--- config.mk ---
export PLATFORM = sky130hd
export DESIGN_NAME = calc_op_sequencer
export DESIGN_NICKNAME = d
export VERILOG_FILES = /design/src/rtl/calc_op_sequencer.sv
export SDC_FILE = /design/constraint.sdc
export NUM_CORES = 1
export LEC_CHECK = 0
export BUFFER_PORTS_ARGS = -buffer_cell sky130_fd_sc_hd__buf_4
export CELL_PAD_IN_SITES_DETAIL_PLACEMENT = 1
export CELL_PAD_IN_SITES_GLOBAL_PLACEMENT = 2
export CORE_ASPECT_RATIO = 0.75
export CORE_MARGIN = 5
export CORE_UTILIZATION = 41
export CTS_CLUSTER_DIAMETER = 120
export CTS_CLUSTER_SIZE = 28
export DETAILED_ROUTE_END_ITERATION = 8
export HOLD_SLACK_MARGIN = 0.02
export PLACE_DENSITY = 0.95
export SYNTH_ARGS = -nofsm -noshare
export SYNTH_HDL_FRONTEND = slang
export SYNTH_SLANG_ARGS = --single-unit
--- constraint.sdc ---
create_clock -name i_clk -period 26.7 [get_ports i_clk]
set_input_delay 5.34 -clock i_clk [delete_from_list [all_inputs] [get_ports i_clk]]
set_output_delay 5.34 -clock i_clk [all_outputs]
set_load 0.02 [all_outputs]
--- src/rtl/calc_op_sequencer.sv ---
// calc_op_sequencer: sign-magnitude add/sub/mul/div, iterating mul and div one bit per cycle.
// Define CALC_SEQ_REMAINDER_EN to add the o_remainder output for division.
module calc_op_sequencer #(
  parameter int WIDTH = 40,
  parameter longint MAX_VAL = 999999
) (
  input  logic             i_clk,
  input  logic             i_reset,
  input  logic             i_start,
  input  logic [1:0]       i_arith_func,
  input  logic [WIDTH-1:0] i_s1,
  input  logic [WIDTH-1:0] i_s2,
  input  logic             i_sign1,
  input  logic             i_sign2,
  output logic             o_busy,
  output logic             o_done,
  output logic [WIDTH-1:0] o_result,
  output logic             o_sign,
  output logic             o_err
`ifdef CALC_SEQ_REMAINDER_EN
  ,
  output logic [WIDTH-1:0] o_remainder
`endif
);
  localparam int MW = 2 * WIDTH;
  localparam int CW = $clog2(WIDTH);
  localparam logic [1:0] IDLE = 2'd0, RUN = 2'd1, FIN = 2'd2;
  logic [1:0] state, fn;
  logic [CW-1:0] cnt;
  logic [WIDTH-1:0] a, b, rem;
  logic [MW-1:0] acc, mag;
  logic [WIDTH:0] addmag, mulsum, sh, trial;
  logic sg1, sg2, rs, dz, eff2, same, ge, fits, err, last;
  always_comb begin
    eff2 = sg2 ^ (fn == 2'b01);
    same = sg1 == eff2;
    ge = a >= b;
    addmag = same ? {1'b0, a} + {1'b0, b} : {1'b0, ge ? a - b : b - a};
    mulsum = {1'b0, acc[MW-1:WIDTH]} + (acc[0] ? {1'b0, b} : '0);
    sh = {rem, a[WIDTH-1]};
    trial = sh - {1'b0, b};
    fits = !trial[WIDTH];
    mag = fn == 2'b11 ? MW'(a) : acc;
    err = dz || mag > MW'(MAX_VAL);
    last = cnt == CW'(WIDTH - 1);
  end
  // mul: acc low half holds the multiplier, shifted out as the product shifts in
  // div: a holds the dividend, shifted out as quotient bits shift in
  always_ff @(posedge i_clk or posedge i_reset) begin
    if (i_reset) begin
      state <= IDLE;
      fn <= '0;
      cnt <= '0;
      a <= '0;
      b <= '0;
      rem <= '0;
      acc <= '0;
      sg1 <= 1'b0;
      sg2 <= 1'b0;
      rs <= 1'b0;
      dz <= 1'b0;
      o_busy <= 1'b0;
      o_done <= 1'b0;
      o_result <= '0;
      o_sign <= 1'b0;
      o_err <= 1'b0;
`ifdef CALC_SEQ_REMAINDER_EN
      o_remainder <= '0;
`endif
    end else begin
      o_done <= 1'b0;
      case (state)
        IDLE: if (i_start) begin
          fn <= i_arith_func;
          a <= i_s1;
          b <= i_s2;
          sg1 <= i_sign1;
          sg2 <= i_sign2;
          acc <= MW'(i_s1);
          rem <= '0;
          cnt <= '0;
          dz <= 1'b0;
          o_err <= 1'b0;
          o_busy <= 1'b1;
          state <= RUN;
        end
        RUN: begin
          cnt <= cnt + 1'b1;
          if (!fn[1]) begin
            acc <= MW'(addmag);
            rs <= (same || ge) ? sg1 : eff2;
            state <= FIN;
          end else if (!fn[0]) begin
            acc <= {mulsum, acc[WIDTH-1:1]};
            rs <= sg1 ^ sg2;
            state <= last ? FIN : RUN;
          end else if (b == '0) begin
            dz <= 1'b1;
            state <= FIN;
          end else begin
            rem <= fits ? trial[WIDTH-1:0] : sh[WIDTH-1:0];
            a <= {a[WIDTH-2:0], fits};
            rs <= sg1 ^ sg2;
            state <= last ? FIN : RUN;
          end
        end
        FIN: begin
          o_result <= err ? '0 : mag[WIDTH-1:0];
          o_sign <= !err && rs && mag != '0;
          o_err <= err;
          o_done <= 1'b1;
          o_busy <= 1'b0;
`ifdef CALC_SEQ_REMAINDER_EN
          o_remainder <= (err || fn != 2'b11) ? '0 : rem;
`endif
          state <= IDLE;
        end
        default: state <= IDLE;
      endcase
    end
  end
endmodule

* Word level (Yosys, flattened, before mapping) *
Cells that the tools add are included.

cells by class
  reduce and logical (&&, ||, !) cells = 18
  $add $sub $neg = 6
  muxes and demuxes = 41
  equality and inequality tests = 13
  bitwise gates (word level) = 2
  order comparisons = 2

operator list
  cell                                                                               number
  40-bit 2-to-1 mux                                                                  12
  80-bit 2-to-1 mux                                                                  4
  40-bit one-hot mux with 2 select lines                                             2
  80-bit one-hot mux with 2 select lines                                             1
  40-bit by 40-bit adder with 41-bit output                                          2
  80-bit by 20-bit greater-than comparator with 1-bit output, second input constant  1
  80-bit nonzero test                                                                1
  40-bit subtractor                                                                  2
  41-bit 2-to-1 mux                                                                  1
  41-bit by 40-bit subtractor with 41-bit output                                     1
  40-bit greater-or-equal comparator                                                 1
  40-bit zero test                                                                   1
  6-bit one-hot mux with 2 select lines                                              1
  1-bit 2-to-1 mux                                                                   10
  2-bit 2-to-1 mux                                                                   5
  2-bit inequality test, second input constant                                       5
  5-bit AND reduction                                                                2
  2-bit AND reduction                                                                4
  6-bit by 1-bit adder with 6-bit output, second input constant                      1
  6-bit equality test, second input constant                                         1
  6-bit 2-to-1 mux                                                                   1
  3-bit inequality test, second input constant                                       2
  1-bit one-hot mux with 2 select lines                                              3
  2-bit by 1-bit equality test with 1-bit output, second input constant              2
  10 further kinds                                                                   16

word-level totals
  register bits after elaboration = 258
  output and inout port bits = 44
  bits of input ports = 87

* Logic depth before layout (Yosys ltp) *
  depth in word-level cells = 7
  gate-level depth with buffers = 17
  gate-level depth less buffers = 16

* Least setup slack after synthesis *
OpenSTA, ideal clock, no wires.

  path kind = input to register
  start = input i_start
  end = register acc[25]
  data arrival time = 6.447 ns
  buffers on the path = 2
  required time = 26.552 ns
  stages = 8
  library setup time = 0.148 ns
  path slack = 20.105 ns
  cell sequence = nand2b_1 nor2_1 nor2_1 clkbuf_1 buf_1 nor2_1 a21oi_1 a31oi_1

on the way
  cells in the longest elaborated chain, start to end = 2

RTL lines
  what                             RTL line  text
  start: declaration               9         input logic i_start,
  2-bit inequality test (no line)  n/a
  3-bit AND reduction (no line)    n/a
  end signal: assignment           79        acc <= MW'(i_s1);
  end signal: assignment           90        acc <= MW'(addmag);
  end signal: assignment           94        acc <= {mulsum, acc[WIDTH-1:1]};
  end: declaration                 31        logic [MW-1:0] acc, mag;

Every way passes these cells.
A chain may end at the register's enable or synchronous reset.

* Worst setup path after layout *
  start = input i_start
  end = register acc[22]

Same word-level chain as after synthesis.

==> metrics.log <==
[metrics] outcome: finished, final reports clean
[metrics] share of synthesized flip-flops with an asynchronous set or reset: 100%
[metrics] class of the tightest hold or removal check: register to register
[metrics] Final nets: 3031
[metrics] critical path required time: 27170 ps
[metrics] Worst Setup SP: i_start
[metrics] register area: 0.00646 mm2
[metrics] total wire length after detailed routing: 84000 um
[metrics] fraction of final layout cells sized beyond drive strength 1: 7.56%
[metrics] Reg clk slew, reported paths: 130 ps
[metrics] maximum count of clock buffers along a single path: 3
[metrics] Antenna Violating Nets Remaining: 0
[metrics] combined area of the multi-input logic cells: 0.0141 mm2
[metrics] clock period minus final worst setup slack: 7680 ps
[metrics] Setup CP Type: input port to register
[metrics] hold wc startpoint: o_result[20]
[metrics] number of global-route vias before repair: 21719
[metrics] ratio of final minimum period to clock period: 28.8%
[metrics] Num Clock Sinks: 258
[metrics] global-route wire length before repair: 130000 um
[metrics] synthesized area divided by synthesized cell count: 7.97 um2
[metrics] max cap viols: 0
[metrics] Post-synth EDFFs: 0
[metrics] unrepaired setup endpoints after global routing: false
[metrics] standard-cell rows: 72
[metrics] Netlist cell types: 77
[metrics] n_diodes: 0
[metrics] level count of the clock H-tree: 1
[metrics] Final Skew: 41.3 ps
[metrics] post-synthesis instance area: 0.0216 mm2
[metrics] CTS tree: done
[metrics] RePlAce Congestion: 0.969
[metrics] Max-slew headroom: 4.74%
[metrics] r2r startpoint: acc[0]
[metrics] number of antenna violations at the first check in global routing: 1
[metrics] buffers inserted during post-CTS setup optimization: 0
[metrics] die outline height: 209 um
[metrics] worst-margin pin slew: 1430 ps
[metrics] fill count: 6310
[metrics] via count: 21325
[metrics] Seq/Total Area, Yosys: 29.9%
[metrics] area growth from synthesis to layout: 9.18%
[metrics] drt first pass iters: 5
[metrics] number of pins with negative max-slew slack in the final report: 0
[metrics] clock tree root buffer cell: clkbuf_16
[metrics] crit path capture type: register
[metrics] launching element type of the critical path: input port
[metrics] area of the die: 0.0574 mm2
[metrics] Clk Latency, worst-skew pair: 540 ps
[metrics] final hold violation count: 0
[metrics] Synth Register Bits: 258
[metrics] starting density of the core: 41.7%
[metrics] drt initial violations: 1901
[metrics] net count after synthesis: 3003
[metrics] post-cts repair resize count: 0
[metrics] GRT Total Usage: 28.2%
[metrics] Core Region: 0.0518 mm2
[metrics] f_max: 130 MHz
[metrics] Setup TNS: 0 ps
[metrics] number of buffers inserted during clock tree synthesis: 13
[metrics] chip width: 275 um
[metrics] HPWL after detailed placement: 64600 um
[metrics] remaining global-route overflow: 0
[metrics] crit-path max FO: 32
[metrics] warning count from the yosys run: 0
[metrics] Port Buffer Count: 130
[metrics] post-detailed-route via-to-cell ratio: 6.20
[metrics] Avg WL per Cell: 24.4 um
[metrics] most common flop cell mapped by yosys: dfrtp_1
[metrics] count of boundary I/O pins: 131
[metrics] DRC: 0
[metrics] setup violators final: 0
[metrics] CTS hold repair buffers: 0
[metrics] cells after synthesis: 2708
[metrics] maximum number of pins on one net before global-route repair: 160
[metrics] Data arrival, critical path: 8150 ps
==> registers in the layout (all words and copies together) (netlist names) <==
register  cells
o_err         1
dz            1
o_busy        1
cnt           6
o_sign        1
acc          80
b            40
o_result     40
rs            1
sg2           1
o_done        1
rem          40
sg1           1
fn            2
a            40
state         2
==> cells in the final DEF, fill, tap and decap left out, types with 7 or more instances in the layout <==
master and n:
nand2_1 366, dfrtp_1 258, o21ai_0 247, a21oi_1 226
ha_1 203, nor2_1 191, buf_4 149, inv_1 135
a31oi_1 79, xnor2_1 68, and2_1 66, a21o_1 64
mux2i_1 57, nand3_1 47, nor4_1 42, xor2_1 40
nor3_1 39, o21bai_1 36, nand4_1 31, nand2b_1 31
a211oi_1 26, o211ai_1 25, a221oi_1 19, nor2b_1 17
o21a_1 17, o22ai_1 17, o31ai_1 16, and3_1 15
o221ai_1 14, o32ai_1 13, clkbuf_16 13, o311ai_0 10
o21ai_1 9, o31a_1 9, or4_1 9, a22o_1 8
or2_2 7, a221o_1 7
==> cell usage after synthesis, types with 16 or more instances <==
| master | n | area [um2] |
|---|---|---|
| nand2_1 | 366 | 1370 |
| dfrtp_1 | 258 | 6460 |
| o21ai_0 | 247 | 1240 |
| a21oi_1 | 227 | 1140 |
| ha_1 | 203 | 2540 |
| nor2_1 | 193 | 724 |
| inv_1 | 136 | 510 |
| clkbuf_1 | 109 | 409 |
| a31oi_1 | 79 | 494 |
| xnor2_1 | 69 | 604 |
| a21o_1 | 66 | 495 |
| and2_1 | 66 | 413 |
| mux2i_1 | 57 | 571 |
| nand3_1 | 47 | 235 |
| nor4_1 | 42 | 263 |
| xor2_1 | 41 | 359 |
| nor3_1 | 40 | 200 |
| o21bai_1 | 36 | 270 |
| nand2b_1 | 32 | 200 |
| nand4_1 | 31 | 194 |
| a211oi_1 | 26 | 195 |
| o211ai_1 | 25 | 188 |
| a221oi_1 | 19 | 166 |
| nor2b_1 | 18 | 113 |
| o21a_1 | 17 | 128 |
| o22ai_1 | 17 | 106 |
| o31ai_1 | 16 | 120 |
==> per-stage QoR <==
| step | instance area [um2] | worst slack [ps] | util (%) | hold WS [ps] | instances |
|---|---|---|---|---|---|
| 6_report | 23600 | 19020 | 45.5 | 498 | 3442 |
| 5_1_grt | 23600 | 19030 | 45.5 | 508 | 3442 |
| 4_1_cts | 23600 | 19220 | 45.5 | 501 | 3442 |
| 3_5_place_dp | 23100 | 18680 | 44.7 | 472 | 3424 |
| 3_3_place_gp | 23100 | 18770 | 44.7 | 470 | 3424 |
| 2_1_floorplan | 21600 | 14260 | - | 453 | 2708 |
==> cells by family after synthesis <==
family          Yosys count  share of synthesized area, %
xor+xnor                111                          4.54
flops                   258                          29.9
mux                      61                          2.85
fa+ha+maj               208                          12.2
simple gates            884                          18.9
compound gates          910                          26.6
buf+inv                 276                          4.96
==> worst max-delay path, stage by stage <==
cell and delay (ps):
buf_4 100, nand2b_1 390, or2_2 650, nand2_1 1100, o32a_1 320, o21ai_0 90, a21oi_1 140
==> metal layers <==
metal / vias to the layer above / part of all wire [%] / global-route usage [%] / routed length (um)
met5: - / 0.013 / 0 / 11
met4: 2 / 3.1 / 7.61 / 2590
met3: 133 / 5.8 / 3.78 / 4850
met2: 668 / 46 / 46.2 / 38700
met1: 10725 / 45 / 39.5 / 37800
li1: 9797 / - / - / -
==> layout make-up <==
cell class,count,area share [%]
clock buffers,14,1.44
clock inverters,4,0.324
inverters,139,2.25
multi-input cells,2174,60.0
flip-flops and latches,258,27.4
well taps,703,3.73
repair buffers,150,4.83
==> worst paths after layout <==
kind,end,slack (ps),cells past startpoint
worst max-delay path,acc[22],19020,7
max in group asynchronous,rem[38],20310,3
worst min-delay path,o_result[20],500,1
worst max register to register,acc[77],21190,17
worst min register to register,o_result[20],500,1
min in group asynchronous,o_result[25],4910,2
Power is not shown: default switching activity piles up to over one toggle a cycle in this logic, so the estimate is an artifact.
